[config.mk]
export PLATFORM = sky130hd
export DESIGN_NAME = crc_engine_seq
export DESIGN_NICKNAME = d
export VERILOG_FILES = /design/src/rtl/crc_pkg.sv /design/src/rtl/crc_lfsr_unroll.sv /design/src/rtl/crc_engine_seq.sv
export SDC_FILE = /design/constraint.sdc
export NUM_CORES = 1
export LEC_CHECK = 0
export BUFFER_PORTS_ARGS = -buffer_cell sky130_fd_sc_hd__buf_4
export CAP_MARGIN = 5
export CORE_MARGIN = 2
export CORE_UTILIZATION = 48
export CTS_CLUSTER_SIZE = 28
export DETAILED_ROUTE_END_ITERATION = 8
export GPL_TIMING_DRIVEN = 0
export PLACE_DENSITY = 0.73
export SKIP_CTS_REPAIR_TIMING = 1
export SLEW_MARGIN = 10
export SYNTH_ARGS = -nofsm -noshare
export SYNTH_HDL_FRONTEND = slang
export SYNTH_SLANG_ARGS = --single-unit
[constraint.sdc]
create_clock -name clk -period 1.41 [get_ports clk]
set_clock_uncertainty 0.1 [all_clocks]
set_input_delay 0.282 -clock clk [delete_from_list [all_inputs] [get_ports clk]]
set_output_delay 0.282 -clock clk [all_outputs]
set_load 0.1 [all_outputs]
[src/rtl/crc_pkg.sv]
// Shared types and the single-bit CRC step used by the sequential CRC engine.
// The step works on a fixed maximum width so one function serves every CRC_WIDTH.
package crc_pkg;

    typedef enum logic [1:0] {
        S_IDLE   = 2'd0,
        S_RUN    = 2'd1,
        S_FINISH = 2'd2
    } crc_state_t;

    typedef enum logic {
        CRC_GEN = 1'b0,
        CRC_CHK = 1'b1
    } crc_mode_e;

    localparam int CRC_MAX_W = 64;

    // One MSB-first LFSR step; bits at and above 'width' are cleared in the result.
    function automatic logic [CRC_MAX_W-1:0] crc_bit_step(
        input logic [CRC_MAX_W-1:0] crc,
        input logic                 d,
        input logic [CRC_MAX_W-1:0] poly,
        input int                   width
    );
        logic                 fb;
        logic [CRC_MAX_W-1:0] mask;
        fb   = d ^ (|(crc & (64'd1 << (width - 1))));
        mask = (width >= CRC_MAX_W) ? '1 : ((64'd1 << width) - 64'd1);
        return ((crc << 1) ^ (fb ? poly : '0)) & mask;
    endfunction

endpackage

[src/rtl/crc_lfsr_unroll.sv]
// Combinational CRC update: applies the first n_valid of BITS_PER_CYCLE data bits
// (data_bits MSB first) to crc_in in a single cycle.
module crc_lfsr_unroll
    import crc_pkg::*;
#(
    parameter int                   CRC_WIDTH      = 4,
    parameter logic [CRC_WIDTH:0]   POLY           = 5'b10011,
    parameter int                   BITS_PER_CYCLE = 1
) (
    input  logic [CRC_WIDTH-1:0]                    crc_in,
    input  logic [BITS_PER_CYCLE-1:0]               data_bits,
    input  logic [$clog2(BITS_PER_CYCLE+1)-1:0]     n_valid,
    output logic [CRC_WIDTH-1:0]                    crc_next
);

    localparam logic [CRC_MAX_W-1:0] POLY_EXT = CRC_MAX_W'(POLY[CRC_WIDTH-1:0]);

    if (CRC_WIDTH < 1 || CRC_WIDTH > CRC_MAX_W) begin : g_cw_bad
        $error("crc_lfsr_unroll: CRC_WIDTH out of range");
    end

    logic [CRC_WIDTH-1:0] acc;

    // NOTE: blocking assignments here are deliberate: each step must see the
    // previous step's result within the same evaluation to chain the bits.
    always_comb begin
        acc = crc_in;
        for (int i = 0; i < BITS_PER_CYCLE; i++) begin
            if (i < int'(n_valid)) begin
                acc = CRC_WIDTH'(crc_bit_step(CRC_MAX_W'(acc),
                                              data_bits[BITS_PER_CYCLE-1-i],
                                              POLY_EXT, CRC_WIDTH));
            end
        end
        crc_next = acc;
    end

endmodule

[src/rtl/crc_engine_seq.sv]
// Sequential CRC generate/check engine with valid/ready start, abort and
// BITS_PER_CYCLE unrolling; result is registered and held until the next job.
module crc_engine_seq
    import crc_pkg::*;
#(
    parameter int                   DATA_WIDTH     = 12,
    parameter int                   CRC_WIDTH      = 4,
    parameter logic [CRC_WIDTH:0]   POLY           = 5'b10011,
    parameter logic [CRC_WIDTH-1:0] SEED           = '0,
    parameter logic [CRC_WIDTH-1:0] XOR_OUT        = '0,
    parameter int                   BITS_PER_CYCLE = 1,
    parameter bit                   REFLECT_IN     = 1'b0
) (
    input  logic                  clk,
    input  logic                  rst_n,
    input  logic                  start_valid,
    output logic                  start_ready,
    input  logic                  mode,
    input  logic [DATA_WIDTH-1:0] data_in,
    input  logic [CRC_WIDTH-1:0]  crc_in,
    input  logic                  abort,
    output logic                  busy,
    output logic [CRC_WIDTH-1:0]  crc_out,
    output logic                  crc_match,
    output logic                  done
);

    localparam int N_CYC = (DATA_WIDTH + BITS_PER_CYCLE - 1) / BITS_PER_CYCLE;
    localparam int REM   = DATA_WIDTH % BITS_PER_CYCLE;
    localparam int CNT_W = $clog2(DATA_WIDTH + 1) + 1;
    localparam int NV_W  = $clog2(BITS_PER_CYCLE + 1);

    if (BITS_PER_CYCLE < 1 || BITS_PER_CYCLE > DATA_WIDTH) begin : g_bpc_bad
        $error("crc_engine_seq: BITS_PER_CYCLE must be 1..DATA_WIDTH");
    end

    crc_state_t            state_q, state_d;
    crc_mode_e             mode_q, mode_d;
    logic [CRC_WIDTH-1:0]  crc_q, crc_d;
    logic [CRC_WIDTH-1:0]  crc_in_q, crc_in_d;
    logic [CRC_WIDTH-1:0]  crc_out_q, crc_out_d;
    logic [DATA_WIDTH-1:0] shift_q, shift_d;
    logic [CNT_W-1:0]      cnt_q, cnt_d;
    logic                  match_q, match_d;
    logic                  done_q, done_d;

    logic [DATA_WIDTH-1:0] data_rev;
    logic [NV_W-1:0]       n_steps;
    logic [CRC_WIDTH-1:0]  crc_step;
    logic [CRC_WIDTH-1:0]  crc_final;

    always_comb begin
        for (int i = 0; i < DATA_WIDTH; i++) data_rev[i] = data_in[DATA_WIDTH-1-i];
    end

    // Only the final cycle can be partial, since full chunks are consumed first.
    assign n_steps   = ((cnt_q == CNT_W'(1)) && (REM != 0)) ? NV_W'(REM) : NV_W'(BITS_PER_CYCLE);
    assign crc_final = crc_q ^ XOR_OUT;

    crc_lfsr_unroll #(
        .CRC_WIDTH      (CRC_WIDTH),
        .POLY           (POLY),
        .BITS_PER_CYCLE (BITS_PER_CYCLE)
    ) u_lfsr (
        .crc_in    (crc_q),
        .data_bits (shift_q[DATA_WIDTH-1 -: BITS_PER_CYCLE]),
        .n_valid   (n_steps),
        .crc_next  (crc_step)
    );

    // NOTE: every variable gets its hold value first, so no branch can leave one
    // unassigned and infer a latch.
    always_comb begin
        state_d   = state_q;
        mode_d    = mode_q;
        crc_d     = crc_q;
        crc_in_d  = crc_in_q;
        crc_out_d = crc_out_q;
        shift_d   = shift_q;
        cnt_d     = cnt_q;
        match_d   = match_q;
        done_d    = 1'b0;

        unique case (state_q)
            S_IDLE: begin
                if (start_valid) begin
                    shift_d  = REFLECT_IN ? data_rev : data_in;
                    mode_d   = crc_mode_e'(mode);
                    crc_in_d = crc_in;
                    crc_d    = SEED;
                    cnt_d    = CNT_W'(N_CYC);
                    state_d  = S_RUN;
                end
            end
            S_RUN: begin
                if (abort) begin
                    state_d = S_IDLE;
                end else begin
                    crc_d   = crc_step;
                    shift_d = shift_q << n_steps;
                    cnt_d   = cnt_q - CNT_W'(1);
                    if (cnt_q == CNT_W'(1)) state_d = S_FINISH;
                end
            end
            S_FINISH: begin
                state_d = S_IDLE;
                if (!abort) begin
                    crc_out_d = crc_final;
                    match_d   = (mode_q == CRC_CHK) && (crc_final == crc_in_q);
                    done_d    = 1'b1;
                end
            end
            default: state_d = S_IDLE;
        endcase
    end

    // NOTE: non-blocking assignments for all flops so every register samples
    // pre-edge values regardless of statement order.
    always_ff @(posedge clk or negedge rst_n) begin
        if (!rst_n) begin
            state_q   <= S_IDLE;
            mode_q    <= CRC_GEN;
            crc_q     <= SEED;
            crc_in_q  <= '0;
            crc_out_q <= '0;
            shift_q   <= '0;
            cnt_q     <= '0;
            match_q   <= 1'b0;
            done_q    <= 1'b0;
        end else begin
            state_q   <= state_d;
            mode_q    <= mode_d;
            crc_q     <= crc_d;
            crc_in_q  <= crc_in_d;
            crc_out_q <= crc_out_d;
            shift_q   <= shift_d;
            cnt_q     <= cnt_d;
            match_q   <= match_d;
            done_q    <= done_d;
        end
    end

    assign start_ready = (state_q == S_IDLE);
    assign busy        = (state_q != S_IDLE);
    assign crc_out     = crc_out_q;
    assign crc_match   = match_q;
    assign done        = done_q;

`ifdef CRC_DEBUG
    always_ff @(posedge clk) begin
        if (done_q) $display("crc_engine_seq: done crc_out=%h match=%b", crc_out_q, match_q);
    end
`endif

endmodule
Word-level counts from Yosys, hierarchy flattened
Cells that the tools add are included.
- register bits after elaboration: 34
- reductions and logical operators: 8
- equal/unequal tests: 7
- bitwise logic cells: 3
- add/sub/neg operators: 1
- muxes and demuxes: 16
- operators with widths (kind ; number):
    2-to-1 mux 12 bit ; 2
    one-hot mux 12 bit (2 select lines) ; 1
    2-to-1 mux 5 bit ; 2
    one-hot mux 5 bit (2 select lines) ; 1
    2-to-1 mux 2 bit ; 4
    2-to-1 mux 4 bit ; 2
    one-hot mux 4 bit (2 select lines) ; 1
    AND reduction 2 bit ; 3
    == test 5 x 1 -> 1 bit (second input constant) ; 1
    subtractor 5 x 1 -> 5 bit (second input constant) ; 1
    == test 4 bit ; 1
    != test 2 bit (second input constant) ; 2
    one-hot mux 2 bit (2 select lines) ; 1
    nonzero test 2 bit ; 2
    bitwise XOR 4 bit ; 1
    != test 3 bit (second input constant) ; 1
    AND reduction 3 bit ; 1
    == test 2 x 1 -> 1 bit (second input constant) ; 1
    == test 2 bit (second input constant) ; 1
    zero test 2 bit ; 1
    2-to-1 mux 1 bit ; 2
    logical AND 1 bit ; 1
    NOT 1 bit ; 1
    bitwise XOR 1 bit ; 1

Depth between registers and ports, before layout
- word-level depth: 5
- depth in mapped cells: 5

Hierarchy
A second synthesis with hierarchy kept.
- cells, all modules: 148
- area total of the unflattened synthesis: 1674.1 µm²
- modules (own cells, without submodules) (module ; area an instance (µm²) ; times used ; cells each):
    crc_engine_seq ; 1595.3 ; 1 ; 141
    crc_lfsr_unroll ; 78.8 ; 1 ; 7

Least setup slack after synthesis
No wires, ideal clock.
- path type: register to output
- start point: reg state_q[1]
- end point: out busy
- setup slack: -1.638 ns
- stages on the path, launching flop included: 3
- arrival: 2.666 ns
- path through: dfrtp_1 nor2_1 inv_1
- longest elaborated chain between the ends: 1
- ends and longest elaborated chain (what ; line ; text):
    start: declaration ; crc_engine_seq.sv:37 ; crc_state_t state_q, state_d;
    start signal: assignment ; crc_engine_seq.sv:131 ; state_q <= state_d;
    nonzero test 2 bit ; crc_engine_seq.sv:144 ; assign busy = (state_q != S_IDLE);
    end: declaration ; crc_engine_seq.sv:22 ; output logic busy,
Every way passes these cells.

Final worst setup path
Ends and elaborated chain as after synthesis.

==> flow_metrics.env <==
export IMPL_dpl_worst_slack_ns=-0.330
export IMPL_clkSinkCount=34
export IMPL_grt_util_all_layers_pct=19.8
export IMPL_syn_inst=139
export IMPL_status="finished, violations left"
export IMPL_initial_core_util_pct=50.5
export IMPL_end_kind="output pin"
export IMPL_period_share_pct=111
export IMPL_worstMarginPinSlew_ns=0.428
export IMPL_synth_cell_type_count=31
export IMPL_final_common_cell="dfrtp_1"
export IMPL_die_y_um=60.6
export IMPL_synth_seq_cells=34
export IMPL_io_pins=29
export IMPL_cts_buffers=5
export IMPL_finalWeightedCongestion=0.734
export IMPL_cts_tree="done"
export IMPL_drtIter0Drc=26
export IMPL_fmax_ghz=0.640
export IMPL_synthFlopType="dfrtp_1"
export IMPL_rows=20
export IMPL_overflow=0
export IMPL_violations="negative setup slack"
export IMPL_crit_path_max_fanout=6
export IMPL_coreArea_um2=3050
export IMPL_fin_crit_ns=1.56
export IMPL_ant_nets=0
export IMPL_hold_ws_ns=0.0522
export IMPL_drive_above_1_share_pct=34.3
export IMPL_holdPathStages=3
export IMPL_critical_path_class="reg -> out"
export IMPL_cap_viol_max_count=0
export IMPL_report_final_slew_viol_count=0
export IMPL_synthesis_nets=162
export IMPL_setup_viol_count_final=15
export IMPL_synth_edff_count=0
export IMPL_ys_seq_area_share_pct=55.2
export IMPL_ys_async_sr_fraction_pct=100
export IMPL_hpwl_um=2230
export IMPL_cp_arrival_ns=1.18
export IMPL_yosys_warnings=0
export IMPL_grt_first_pass_wirelength_um=5230
export IMPL_dr_pass1_iters=5
export IMPL_r2r_start="state_q[1]$_DFFE_PN0P_"
export IMPL_r2r_worst_path_cells=3
export IMPL_r2r_end="crc_in_q[0]$_DFFE_PN0P_"
export IMPL_crit_required_ns=1.03
export IMPL_syn_area_per_cell_um2=11.1
export IMPL_antenna_found_initial=0
export IMPL_worst_slack_ns=-0.153
export IMPL_wl_per_cell_um=14.1
export IMPL_grt_max_degree=35
export IMPL_cts_root_buf="clkbuf_4"
export IMPL_clock_path_buffers=2
export IMPL_die_w_um=60.6
export IMPL_grt_pass1_vias=1183
export IMPL_min_to="crc_in_q[3]$_DFFE_PN0P_"
export IMPL_antenna_diode_count=0
export IMPL_clk_pin_slew_worst_paths_ns=0.10
export IMPL_wirelength_um=3130
export IMPL_worstHoldStart="crc_in[3]"
export IMPL_layout_common_cells="32 x dfrtp_1, 29 x buf_4, 11 x nor3_1, 11 x a21oi_1, 10 x mux2i_1"
export IMPL_clock_latency_ns=0.34
export IMPL_dieArea_um2=3680
export IMPL_nets=201
export IMPL_drc=0
export IMPL_fin_util_pct=65.0
export IMPL_rsz0062_at_grt="true"
export IMPL_vias_per_cell=5.27
export IMPL_peakVddDrop_uv=772
export IMPL_syn_to_final_growth_pct=28.8
export IMPL_io_buffers=28
export IMPL_min_path_type="in -> reg"
export IMPL_num_vias=1171
export IMPL_synthesis_area_um2=1540
export IMPL_finalHoldViolCount=0
export IMPL_relSlewSlack_pct=71.4
export IMPL_reg2reg_slack_ns=-0.10
export IMPL_power_density_nw_per_um2=1380
export IMPL_cts_htree_levels=2
export IMPL_p_leak_nw=0.928
export IMPL_start_kind="flip-flop"
-- worst max path at each step --
stage,startpoint,to,depth (start not counted)
after floorplan,state_q[1]$_DFFE_PN0P_,busy,2
after global placement,state_q[1]$_DFFE_PN0P_,shift_q[2]$_DFFE_PN0P_,5
after detailed placement,state_q[1]$_DFFE_PN0P_,shift_q[7]$_DFFE_PN0P_,5
after CTS,state_q[1]$_DFFE_PN0P_,shift_q[7]$_DFFE_PN0P_,5
after global routing,state_q[0]$_DFFE_PN0P_,busy,3
final,state_q[1]$_DFFE_PN0P_,busy,3
-- cell families after synthesis --
kind of cell / share of synthesized area [%]
flip-flops: 55.2
XOR/XNOR: 1.71
adder cells (fa/ha/maj): 1.62
multiplexers: 10.9
AND/OR/NAND/NOR: 12.3
buffers and inverters: 4.96
AO/OA/AOI/OAI: 13.2
-- through the flow --
step | area, µm² | total power, mW | cells | setup TNS [ns]
6_report | 1980 | 2.74 | 222 | -0.977
5_1_grt | 1980 | 2.91 | 222 | -2.33
3_3_place_gp | 1820 | 2.11 | 211 | -4.59
4_1_cts | 1860 | 2.66 | 218 | -6.37
2_1_floorplan | 1550 | 1.93 | 139 | -1.47
3_5_place_dp | 1820 | 2.17 | 211 | -5.14
-- power breakdown --
group	leakage [nW]	switching [mW]	internal (mW)
registers	0.412	0.174	1.20
clock network	0.0254	0.313	0.188
logic	0.491	0.452	0.410
-- flip-flops by register name, indices dropped and copies added, names as in the netlist --
| name | flops |
|---|---|
| shift_q | 12 |
| cnt_q | 5 |
| crc_final | 4 |
| crc_in_q | 4 |
| crc_out | 4 |
| state_q | 2 |
| crc_match | 1 |
| done | 1 |
| mode_q | 1 |
-- cell usage after synthesis (all sizes together) (2+ instances only) --
master / n / share of area [%]
ha: 2 / 1.6
xor2: 2 / 1.1
nor3b: 2 / 1.3
inv: 9 / 2.2
nand2: 7 / 1.7
mux2: 6 / 4.4
dfrtp: 34 / 55
mux2i: 10 / 6.5
nand2b: 4 / 1.6
o21ai: 9 / 2.9
and3: 2 / 0.81
a21oi: 12 / 3.9
buf: 5 / 2.0
o22ai: 2 / 0.81
a22o: 3 / 1.7
nor3: 11 / 3.6
clkbuf: 3 / 0.73
nor2: 5 / 1.2
-- metal layers --
layer / global-route usage [%] / wire, µm / vias up / part of all wire, %
met2: 35.8 / 1600 / 27 / 51
met3: 4.90 / 117 / 7 / 3.7
met4: 9.63 / 61 / 0 / 1.9
met1: 21.5 / 1350 / 568 / 43
li1: - / - / 569 / -
met5: 0 / 0 / - / 0
-- layout make-up --
class | count | area (µm²)
Inverter | 9 | 33.8
Clock buffer | 7 | 45.0
Buffer | 7 | 80.1
Multi-Input combinational cell | 88 | 647
Fill cell | 252 | 1070
Tap cell | 44 | 55.1
Timing Repair Buffer | 33 | 269
Sequential cell | 34 | 853
-- critical path, cell delays in order (launching register included) --
cell     delay, ns
dfrtp_2       0.48
nor2_4        0.12
inv_1         0.06
buf_6         0.18
(Power assumes the default switching activity.)
